==> config.mk <==
export PLATFORM = sky130hd
export DESIGN_NAME = demux4_stream_flat
export DESIGN_NICKNAME = d
export VERILOG_FILES = /design/src/rtl/demux4_stream_if.sv /design/src/rtl/demux4_stream.sv /design/src/flat_wrapper.sv
export SDC_FILE = /design/constraint.sdc
export NUM_CORES = 1
export LEC_CHECK = 0
export ABC_AREA = 0
export CORE_UTILIZATION = 40
export DETAILED_ROUTE_END_ITERATION = 16
export PLACE_DENSITY = 0.69
export SKIP_LAST_GASP = 1
export SYNTH_ARGS = -nofsm -noshare
export SYNTH_HDL_FRONTEND = slang
export SYNTH_SLANG_ARGS = --single-unit
export TNS_END_PERCENT = 20
==> constraint.sdc <==
create_clock -name clk -period 3.3 [get_ports clk]
set_input_delay 0.66 -clock clk [delete_from_list [all_inputs] [get_ports clk]]
set_output_delay 0.66 -clock clk [all_outputs]
set_load 0.005 [all_outputs]
==> src/rtl/demux4_stream_if.sv <==
// Handshake bundle for the 1-to-4 stream demux: one producer channel in,
// four consumer channels out, plus the per-channel delivered-word counters.
interface demux4_stream_if #(
  parameter int WIDTH   = 8,
  parameter int COUNT_W = 8
);
  logic [WIDTH-1:0]   din;
  logic [1:0]         select;
  logic               in_valid;
  logic               in_ready;

  logic [WIDTH-1:0]   dout1, dout2, dout3, dout4;
  logic               dout1_valid, dout2_valid, dout3_valid, dout4_valid;
  logic               dout1_ready, dout2_ready, dout3_ready, dout4_ready;
  logic [COUNT_W-1:0] cnt1, cnt2, cnt3, cnt4;

  modport slave (
    input  din, select, in_valid,
    input  dout1_ready, dout2_ready, dout3_ready, dout4_ready,
    output in_ready,
    output dout1, dout2, dout3, dout4,
    output dout1_valid, dout2_valid, dout3_valid, dout4_valid,
    output cnt1, cnt2, cnt3, cnt4
  );

  modport master (
    output din, select, in_valid,
    output dout1_ready, dout2_ready, dout3_ready, dout4_ready,
    input  in_ready,
    input  dout1, dout2, dout3, dout4,
    input  dout1_valid, dout2_valid, dout3_valid, dout4_valid,
    input  cnt1, cnt2, cnt3, cnt4
  );
endinterface

==> src/rtl/demux4_stream.sv <==
// Registered 1-to-4 stream demultiplexer with a one-entry output buffer and
// a wrapping delivered-word counter per output channel.
module demux4_stream #(
  parameter int WIDTH   = 8,
  parameter int COUNT_W = 8
) (
  input  logic           clk,
  input  logic           rst_n,
  demux4_stream_if.slave bus
);

  typedef enum logic {IDLE, HOLD} state_e;

  state_e             state_q;
  logic [1:0]         buf_sel_q;
  logic [3:0]         vld_q;
  logic [WIDTH-1:0]   dout_q [4];
  logic [COUNT_W-1:0] cnt_q  [4];
  logic [COUNT_W-1:0] cnt_d  [4];

  logic [3:0] out_ready;
  logic       sel_ready;
  logic       in_ready;
  logic       deliver;
  logic       accept;

  assign out_ready = {bus.dout4_ready, bus.dout3_ready, bus.dout2_ready, bus.dout1_ready};
  // Only the channel holding the word can drain it; other readies are ignored.
  assign sel_ready = out_ready[buf_sel_q];
  assign in_ready  = rst_n && ((state_q == IDLE) || sel_ready);
  assign deliver   = (state_q == HOLD) && sel_ready;
  assign accept    = bus.in_valid && in_ready;

  always_comb begin
    // NOTE: every element gets its default before the conditional update, so no latch is inferred.
    for (int k = 0; k < 4; k++) cnt_d[k] = cnt_q[k];
    if (deliver) cnt_d[buf_sel_q] = cnt_q[buf_sel_q] + COUNT_W'(1);
  end

  always_ff @(posedge clk) begin
    // NOTE: output data registers are reset too, so douts read 0 from the first reset edge.
    if (!rst_n) begin
      state_q   <= IDLE;
      buf_sel_q <= '0;
      vld_q     <= '0;
      for (int k = 0; k < 4; k++) begin
        dout_q[k] <= '0;
        cnt_q[k]  <= '0;
      end
    end else begin
      for (int k = 0; k < 4; k++) cnt_q[k] <= cnt_d[k];

      case (state_q)
        IDLE:    if (accept) state_q <= HOLD;
        HOLD:    if (deliver && !accept) state_q <= IDLE;
        default: state_q <= IDLE;
      endcase

      // A refill on the draining edge replaces the word with no bubble.
      if (accept) begin
        buf_sel_q <= bus.select;
        vld_q     <= 4'b0001 << bus.select;
        for (int k = 0; k < 4; k++)
          dout_q[k] <= (bus.select == 2'(k)) ? bus.din : '0;
      end else if (deliver) begin
        vld_q <= '0;
        for (int k = 0; k < 4; k++) dout_q[k] <= '0;
      end
    end
  end

  assign bus.in_ready    = in_ready;
  assign bus.dout1       = dout_q[0];
  assign bus.dout2       = dout_q[1];
  assign bus.dout3       = dout_q[2];
  assign bus.dout4       = dout_q[3];
  assign bus.dout1_valid = vld_q[0];
  assign bus.dout2_valid = vld_q[1];
  assign bus.dout3_valid = vld_q[2];
  assign bus.dout4_valid = vld_q[3];
  assign bus.cnt1        = cnt_q[0];
  assign bus.cnt2        = cnt_q[1];
  assign bus.cnt3        = cnt_q[2];
  assign bus.cnt4        = cnt_q[3];

endmodule

==> src/flat_wrapper.sv <==
// flat-port wrapper written by rule: the top's interface ports become plain ports
module demux4_stream_flat 
#(
  parameter int WIDTH   = 8,
  parameter int COUNT_W = 8
)
  (clk, rst_n, bus_din, bus_select, bus_in_valid, bus_dout1_ready, bus_dout2_ready, bus_dout3_ready, bus_dout4_ready, bus_in_ready, bus_dout1, bus_dout2, bus_dout3, bus_dout4, bus_dout1_valid, bus_dout2_valid, bus_dout3_valid, bus_dout4_valid, bus_cnt1, bus_cnt2, bus_cnt3, bus_cnt4);
  demux4_stream_if #(.WIDTH(WIDTH), .COUNT_W(COUNT_W)) bus_i ();
  input  logic clk;
  input  logic rst_n;
  input wire logic [$bits(bus_i.din)-1:0] bus_din;
  input wire logic [$bits(bus_i.select)-1:0] bus_select;
  input wire logic [$bits(bus_i.in_valid)-1:0] bus_in_valid;
  input wire logic [$bits(bus_i.dout1_ready)-1:0] bus_dout1_ready;
  input wire logic [$bits(bus_i.dout2_ready)-1:0] bus_dout2_ready;
  input wire logic [$bits(bus_i.dout3_ready)-1:0] bus_dout3_ready;
  input wire logic [$bits(bus_i.dout4_ready)-1:0] bus_dout4_ready;
  output wire logic [$bits(bus_i.in_ready)-1:0] bus_in_ready;
  output wire logic [$bits(bus_i.dout1)-1:0] bus_dout1;
  output wire logic [$bits(bus_i.dout2)-1:0] bus_dout2;
  output wire logic [$bits(bus_i.dout3)-1:0] bus_dout3;
  output wire logic [$bits(bus_i.dout4)-1:0] bus_dout4;
  output wire logic [$bits(bus_i.dout1_valid)-1:0] bus_dout1_valid;
  output wire logic [$bits(bus_i.dout2_valid)-1:0] bus_dout2_valid;
  output wire logic [$bits(bus_i.dout3_valid)-1:0] bus_dout3_valid;
  output wire logic [$bits(bus_i.dout4_valid)-1:0] bus_dout4_valid;
  output wire logic [$bits(bus_i.cnt1)-1:0] bus_cnt1;
  output wire logic [$bits(bus_i.cnt2)-1:0] bus_cnt2;
  output wire logic [$bits(bus_i.cnt3)-1:0] bus_cnt3;
  output wire logic [$bits(bus_i.cnt4)-1:0] bus_cnt4;
  assign bus_i.din = bus_din;
  assign bus_i.select = bus_select;
  assign bus_i.in_valid = bus_in_valid;
  assign bus_i.dout1_ready = bus_dout1_ready;
  assign bus_i.dout2_ready = bus_dout2_ready;
  assign bus_i.dout3_ready = bus_dout3_ready;
  assign bus_i.dout4_ready = bus_dout4_ready;
  assign bus_in_ready = bus_i.in_ready;
  assign bus_dout1 = bus_i.dout1;
  assign bus_dout2 = bus_i.dout2;
  assign bus_dout3 = bus_i.dout3;
  assign bus_dout4 = bus_i.dout4;
  assign bus_dout1_valid = bus_i.dout1_valid;
  assign bus_dout2_valid = bus_i.dout2_valid;
  assign bus_dout3_valid = bus_i.dout3_valid;
  assign bus_dout4_valid = bus_i.dout4_valid;
  assign bus_cnt1 = bus_i.cnt1;
  assign bus_cnt2 = bus_i.cnt2;
  assign bus_cnt3 = bus_i.cnt3;
  assign bus_cnt4 = bus_i.cnt4;
  demux4_stream #(.WIDTH(WIDTH), .COUNT_W(COUNT_W)) u_core (.clk(clk), .rst_n(rst_n), .bus(bus_i));
endmodule
After elaboration in Yosys (flattened, before gate mapping)
Memory sizes are Yosys's and may differ from the RTL's. A register that Yosys moved wholly into a read port is not among the register bits.
Cells that the tools add are included.
{"block": "word_totals", "reg_bits": 7, "ram_bits": 64, "elab_cells": 73, "mem_bits_ro": 0, "mem_count": 2, "latch_bits": 0}
{"block": "classes", "muxes": 37, "eq_ne": 3, "n_lt_le_gt_ge": 3, "n_reduce_logical": 9, "bitwise_logic": 14, "multipliers": 0, "div_mod_pow": 0, "addsub": 1, "shift": 1}
{"memory": "u_core.cnt_q", "depth": 4, "width": 8, "read_ports": 5, "rd_clocked_by_memory_dff": 1, "wr": 4, "line": "demux4_stream.sv:18", "text": "logic [COUNT_W-1:0] cnt_q [4];"}
{"memory": "u_core.dout_q", "depth": 4, "width": 8, "read_ports": 4, "rd_clocked_by_memory_dff": 0, "wr": 4, "line": "demux4_stream.sv:17", "text": "logic [WIDTH-1:0] dout_q [4];"}
{"operator": "2-to-1 mux 8 bit", "n": 17}
{"operator": "bitwise mux 32 bit", "n": 1}
{"operator": "2-to-1 mux 32 bit", "n": 1}
{"operator": "demux 8 bit (select 2 bit)", "n": 1}
{"operator": "OR 1 bit", "n": 12}
{"operator": "2-to-1 mux 1 bit", "n": 11}
{"operator": "adder 8 x 1 -> 8 bit (second input constant)", "n": 1}
{"operator": "2-to-1 mux 4 bit", "n": 2}
{"operator": "logical AND 1 bit", "n": 5}
{"operator": "equality test 2 bit (second input constant)", "n": 2}
{"operator": "2-to-1 mux 2 bit", "n": 2}
{"operator": "<< shifter 1 x 2 -> 4 bit (first input constant)", "n": 1}
{"operator": "greater-or-equal comparator 3 bit (second input constant)", "n": 1}
{"operator": "< comparator 2 x 3 -> 1 bit (second input constant)", "n": 1}
{"operator": "< comparator 3 x 1 -> 1 bit (second input constant)", "n": 1}
{"operator": "NOT 2 -> 3 bit", "n": 1}
{"operator": "binary-select mux 1 bit (select 2 bit)", "n": 1}
{"operator": "equality test 2 x 1 -> 1 bit (second input constant)", "n": 1}
{"operator": "zero test 2 bit", "n": 1}
{"operator": "one-hot mux 1 bit (2 select lines)", "n": 1}
{"operator": "nonzero test 2 bit", "n": 1}
{"operator": "zero test 1 bit", "n": 1}
{"operator": "logical OR 1 bit", "n": 1}
{"operator": "NOT 1 bit", "n": 1}

Longest topological paths before layout
Gate-level depths: netlist of run 1.
{"block": "depth", "word_depth": 10, "mapped_depth": 7}

Worst setup path before layout of run 1
No wires, ideal clock.
{"block": "synth_path", "kind": "input to output", "start": "input port bus_dout4_ready", "end": "output port bus_in_ready", "stages": 3, "t_required_ps": 2640, "t_arrival_ps": 1427, "path_slack_ps": 1213, "path_cell_list": "mux4_2 nand2b_4 and2_1"}
{"block": "synth_via", "elab_chain_len": 4}
{"element": "start, declared", "line": "flat_wrapper.sv:17", "text": "input wire logic [$bits(bus_i.dout4_ready)-1:0] bus_dout4_ready;"}
{"element": "binary-select mux 1 bit (select 2 bit)", "line": "demux4_stream.sv:29", "text": "assign sel_ready = out_ready[buf_sel_q];"}
{"element": "2-to-1 mux 1 bit (not written as such)", "line": "demux4_stream.sv:29"}
{"element": "logical OR 1 bit", "line": "demux4_stream.sv:30", "text": "assign in_ready = rst_n && ((state_q == IDLE) || sel_ready);"}
{"element": "logical AND 1 bit", "line": "demux4_stream.sv:30"}
{"element": "end, declared", "line": "flat_wrapper.sv:18", "text": "output wire logic [$bits(bus_i.in_ready)-1:0] bus_in_ready;"}
Every way passes these cells. The select of a mux whose other input is x is not followed.

Worst setup path in the final report of run 1
Ends and elaborated chain as after synthesis.

==> metrics.txt, run 1 <==
Root Buffer clkbuf_8; PortBufs 85; buffer count from post-CTS setup fixing 0; Tot Pwr 1.85 mW; Routability Congestion 0.763; DP HPWL 4680 um; area growth from synthesis to layout 37.4%; Starting DRT DRC Count 82; CP endpoint kind output port; Final Skew 0.00651 ns; cts hold-fix bufs 0; Routed WL 6640 um; R2R cell count 5; Worst-Skew Late Latency 0.34 ns; flops & latches, synth 73; width of the chip 87.8 um; # resized after CTS 0; fmax 332 MHz; total buffers and inverters traversed by the critical path 2; Slowest cell on crit path mux4_2; I/O pin total 86; register area share after synthesis 0.551; final worst path period share 0.913; # Max-Cap Violations 0; multi-input logic area 1220 um2; CP Launch Point bus_dout4_ready; share of post-route cells with drive strength above 1 0.114; Post-synth EDFFs 16; critical path depth 5; Cells after Synth 245; Worst Hold Depth 1; CP max FO 4; critical path arrival 2.35 ns; P_leak 1.63 nW; core area 6940 um2; register area 1620 um2; die area 7700 um2; via/cell ratio 5.13; Remaining DRCs 0; GRT Total Usage 0.186; Worst-Margin Slew 0.550 ns; grt ovf 0; setup violators final 0; minimum clock period 3.01 ns; Core Rows 30; antenna viol nets, final 0; worst r2r dst u_core.cnt_q[2][2]$_SDFFE_PN0P_; Die Ht 87.8 um; Post-synth ARST share 0; fillers 587; mean post-synth cell area 12.0 um2; Netlist cell types 37; number of diodes 0; Ys Warns 0; CTS buffer count 9; drt pass-1 iters 4; Hold Crit Class reg2reg; critical path class in2out; Initial Util 0.424; CP dominant cell by count clkdlybuf4s50_1; worst setup path end bus_in_ready; max_slew headroom 0.633; CTS tree yes; top_reg_cell synth dfxtp_1; worst vdd ir 0.000256 V; hold_ws 0.463 ns; CTS clock-pin slew for the worst setup and hold paths 0.08 ns; TNS Setup 0 ns; largest net degree at the start of global routing 38; initial antenna violation count 0; most frequent cells in the layout clkdlybuf4s50_1, dfxtp_1, o21ai_0, and2_1; startpoint types primary input; vias in the first global route 2122; reg-to-reg setup timing slack 0.98 ns; status finished, final reports clean; synthesized net count 263; Routed WL per cell 15.5 um; vias 2199; first-pass GRT wire length 10500 um; Max stage delay on crit path 0.49 ns; required time worst endpoint 2.64 ns; beginning of the worst hold path u_core.vld_q[1]$_SDFFE_PN0P_; Final nets 346; CP Cell Sequence clkdlybuf4s50_1 > mux4_2 > nand2b_4 > and2_1 > clkdlybuf4s50_1; Pwr per Cell Area 459 nW/um2; synthesized area 2940 um2; most common cell after layout, fill and taps aside clkdlybuf4s50_1; Final Hold Viols 0; CP delay by family, top buffers and inverters; Slew Limit Fails 0; H-tree levels 3; Max Root-Sink Buffers 2; Clock Sinks 73; RSZ-0062 raised after global routing no
[synthesized netlist by cell type, types with 3 or more instances]
| cell type | instances | area [um2] |
|---|---|---|
| dfxtp_1 | 57 | 1140 |
| o21ai_0 | 20 | 100 |
| and2_1 | 17 | 106 |
| a22o_1 | 16 | 140 |
| edfxtp_1 | 16 | 480 |
| a21oi_1 | 12 | 60.1 |
| nand2_1 | 12 | 45.0 |
| nor2_1 | 12 | 45.0 |
| clkbuf_1 | 8 | 30.0 |
| o211a_1 | 8 | 80.1 |
| mux4_2 | 7 | 158 |
| inv_1 | 5 | 18.8 |
| nand3_1 | 5 | 25.0 |
| nor2b_1 | 5 | 31.3 |
| a21o_1 | 4 | 30.0 |
| mux2i_1 | 4 | 40.0 |
| a21boi_0 | 3 | 22.5 |
| buf_6 | 3 | 33.8 |
| nand4_2 | 3 | 37.5 |
| xnor2_1 | 3 | 26.3 |
| xor2_2 | 3 | 48.8 |
[power by group]
| part | total [mW] | internal (mW) | switching [mW] |
|---|---|---|---|
| Clock | 0.704 | 0.354 | 0.350 |
| Sequential | 0.973 | 0.946 | 0.0268 |
| Combinational | 0.177 | 0.102 | 0.0753 |
[worst register-to-register path, delay by kind of cell (launching register included)]
family / cells / cell delay [ns]
xor+xnor: 1 / 0.35
compound gates: 1 / 0.14
mux: 1 / 0.67
flops: 1 / 0.66
fa+ha+maj: 1 / 0.28
simple gates: 1 / 0.11
[flip-flops by register name, summed over array words and instances (netlist names), named ones only]
signal / flops
u_core.vld_q: 4
u_core.dout_q: 32
u_core.buf_sel_q: 2
u_core.state_q: 1
u_core.cnt_q: 32
[worst min-delay path by stage]
stage,to,slack (ns)
2_1_floorplan,u_core.vld_q[0]$_SDFFE_PN0P_,0.45
3_3_place_gp,u_core.vld_q[1]$_SDFFE_PN0P_,0.44
3_5_place_dp,u_core.vld_q[1]$_SDFFE_PN0P_,0.44
4_1_cts,u_core.vld_q[1]$_SDFFE_PN0P_,0.47
5_1_grt,u_core.vld_q[3]$_SDFFE_PN0P_,0.48
6_report,u_core.vld_q[1]$_SDFFE_PN0P_,0.46
[area by class of cell]
cell class,count,share of cell area
sequential,73,0.401
multi-input combinational,153,0.302
timing repair buffer,86,0.212
clock buffer,9,0.0306
tap,96,0.0297
clock inverter,7,0.0192
inverter,5,0.00464
[per-layer routing]
| layer | track usage | up-vias | wire length (um) |
|---|---|---|---|
| li1 | - | 1059 | - |
| met5 | 0 | - | 0 |
| met3 | 0.0782 | 7 | 652 |
| met1 | 0.224 | 1040 | 2900 |
| met2 | 0.293 | 93 | 3030 |
| met4 | 0.0745 | 0 | 55 |
[cell families after synthesis]
group	after synthesis	synth area share
compound gates	64	0.149
xor+xnor	6	0.0255
fa+ha+maj	1	0.00425
buf+inv	19	0.0332
flops	73	0.551
mux	13	0.0851
simple gates	69	0.152
[metrics by stage]
step                      worst slack (ns)  utilization  instance area (um2)  instances
after floorplan                       1.21            -                 2940        245
after global placement               0.305        0.553                 3840        413
after detailed placement             0.285        0.553                 3840        413
after CTS                            0.278        0.582                 4040        429
after global routing                 0.222        0.582                 4040        429
final                                0.288        0.582                 4040        429
Power figures use the tool's default switching activity.
==> run 2: changes to the inputs <==
==> constraint.sdc (replaced) <==
create_clock -name clk -period 3.55 [get_ports clk]
set_input_delay 0.71 -clock clk [delete_from_list [all_inputs] [get_ports clk]]
set_output_delay 0.71 -clock clk [all_outputs]
set_load 0.005 [all_outputs]
==> metrics.txt, run 2 (synthesis results as in run 1) <==
Final nets 346 (unchanged); antenna viol nets, final 0 (unchanged); DR WL met2 3160 um (+4.3%); core area 6940 um2 (unchanged); Hold Crit Class reg2reg; Top Layer Used met4; max_slew headroom 0.622 (-0.0112); # Max-Cap Violations 0 (unchanged); Root Buffer clkbuf_8; I/O pin total 86 (unchanged); GRT Total Usage 0.193 (+0.00732); first-pass GRT wire length 11000 um (+4.7%); Util after Layout 0.581 (-0.00126); P_leak 1.64 nW (+0.55%); critical path arrival 2.40 ns (+0.05 ns); share of post-route cells with drive strength above 1 0.111 (-0.00300); vias in the first global route 2168 (+2.2%); Max Root-Sink Buffers 2 (unchanged); Slowest cell on crit path mux4_2; required time worst endpoint 2.84 ns (+0.20 ns); die area 7700 um2 (unchanged); worst vdd ir 0.000197 V (-23%); DP HPWL 4810 um (+2.7%); Routed met1 length 3000 um (+3.3%); critical path depth 5 (unchanged); vias 2171 (-1.3%); CP max FO 4 (unchanged); final worst path period share 0.877; hold_ws 0.463 ns (+0.0000480 ns); Routed WL per cell 16.0 um (+3.1%); CTS clock-pin slew for the worst setup and hold paths 0.08 ns (about the same); TNS Setup 0 ns (unchanged); status finished, final reports clean; most frequent cells in the layout clkdlybuf4s50_1, dfxtp_1, o21ai_0, and2_1; cts hold-fix bufs 0 (unchanged); minimum clock period 3.11 ns; Routability Congestion 0.765 (+0.24%); drt pass-1 iters 4 (unchanged); PortBufs 85 (unchanged); CP delay by family, top buffers and inverters; number of diodes 0 (unchanged); Initial Util 0.424 (unchanged); area growth from synthesis to layout 37.1%; Slew Limit Fails 0 (unchanged); Max stage delay on crit path 0.49 ns (about the same); most common cell after layout, fill and taps aside clkdlybuf4s50_1; fmax 321 MHz; RSZ-0062 raised after global routing no; Routed WL 6840 um (+3.1%); routed wl met3 583 um (-11%); CP endpoint kind output port; CP Cell Sequence clkdlybuf4s50_1 > mux4_2 > nand2b_4 > and2_1 > clkdlybuf4s50_1; worst setup path end bus_in_ready; Core Rows 30 (unchanged); initial antenna violation count 0 (unchanged); startpoint types primary input; fillers 579 (-1.4%); dpl cell area 3840 um2 (unchanged); # resized after CTS 0 (unchanged); Pwr per Cell Area 427 nW/um2 (-6.8%); CTS tree yes; CP Launch Point bus_dout4_ready; width of the chip 87.8 um (unchanged); buffer count from post-CTS setup fixing 0 (unchanged); total buffers and inverters traversed by the critical path 2 (unchanged); via/cell ratio 5.06 (-1.3%); critical path class in2out; reg-to-reg setup timing slack 1.29 ns (+0.31 ns); top flop regs u_core.cnt_q x32, u_core.dout_q x32, u_core.vld_q x4; CTS buffer count 9 (unchanged); largest net degree at the start of global routing 38 (unchanged); setup violators final 0 (unchanged); Clock Sinks 73 (unchanged); grt ovf 0 (unchanged); H-tree levels 3 (unchanged); Die Ht 87.8 um (unchanged); Worst-Skew Late Latency 0.35 ns (about the same); Starting DRT DRC Count 107 (+30%); Final Instance Area 4030 um2 (-0.22%); Final Skew 0.00824 ns (+0.00172 ns); Worst-Margin Slew 0.567 ns (+0.0168 ns); worst r2r dst u_core.cnt_q[0][2]$_SDFFE_PN0P_; CP dominant cell by count clkdlybuf4s50_1; Remaining DRCs 0 (unchanged); Final Hold Viols 0 (unchanged); R2R cell count 5 (unchanged); beginning of the worst hold path u_core.vld_q[3]$_SDFFE_PN0P_
[run 2: layout make-up]
cell class / instances / area, um2 / share of cell area
multi-input cells: 153 / 1220 / 0.303
well taps: 96 / 120 / 0.0298
flip-flops and latches: 73 / 1620 / 0.402
inverters: 5 / 18.8 / 0.00465
repair buffers: 86 / 858 / 0.213
clock buffers: 9 / 124 / 0.0307
clock inverters: 7 / 68.8 / 0.0171
[run 2: metal layers]
| layer | global-route usage | vias to the layer above |
|---|---|---|
| li1 | - | 1062 |
| met1 | 0.233 | 1027 |
| met2 | 0.309 | 73 |
| met3 | 0.0707 | 9 |
| met4 | 0.0864 | 0 |
| met5 | 0 | - |
[run 2: per-stage QoR]
| step | worst slack, ns | instances | power (mW) |
|---|---|---|---|
| 6_report | 0.438 | 429 | 1.72 |
| 3_5_place_dp | 0.440 | 413 | 1.09 |
| 4_1_cts | 0.432 | 429 | 1.73 |
| 3_3_place_gp | 0.456 | 413 | 1.09 |
| 2_1_floorplan | 1.36 | 245 | 0.997 |
| 5_1_grt | 0.370 | 429 | 1.78 |
[run 2: how the worst min path moves through the flow]
stage / to / slack [ns] / cells after the start
6_report: u_core.vld_q[3]$_SDFFE_PN0P_ / 0.46 / 1
5_1_grt: u_core.vld_q[2]$_SDFFE_PN0P_ / 0.49 / 1
4_1_cts: u_core.vld_q[3]$_SDFFE_PN0P_ / 0.47 / 1
3_5_place_dp: u_core.vld_q[3]$_SDFFE_PN0P_ / 0.45 / 1
3_3_place_gp: u_core.vld_q[1]$_SDFFE_PN0P_ / 0.44 / 1
2_1_floorplan: u_core.vld_q[0]$_SDFFE_PN0P_ / 0.45 / 1
[run 2: worst reg2reg max path: stages (launching register included)]
cell	delay, ns
dfxtp_1	0.66
mux4_2	0.67
ha_1	0.28
xnor2_1	0.32
nand2_1	0.09
o211a_1	0.15
[run 2: where the power goes]
group / total (mW) / switching [mW] / internal [mW]
clock: 0.654 / 0.329 / 0.325
combinational: 0.166 / 0.0706 / 0.0949
sequential: 0.905 / 0.0253 / 0.879
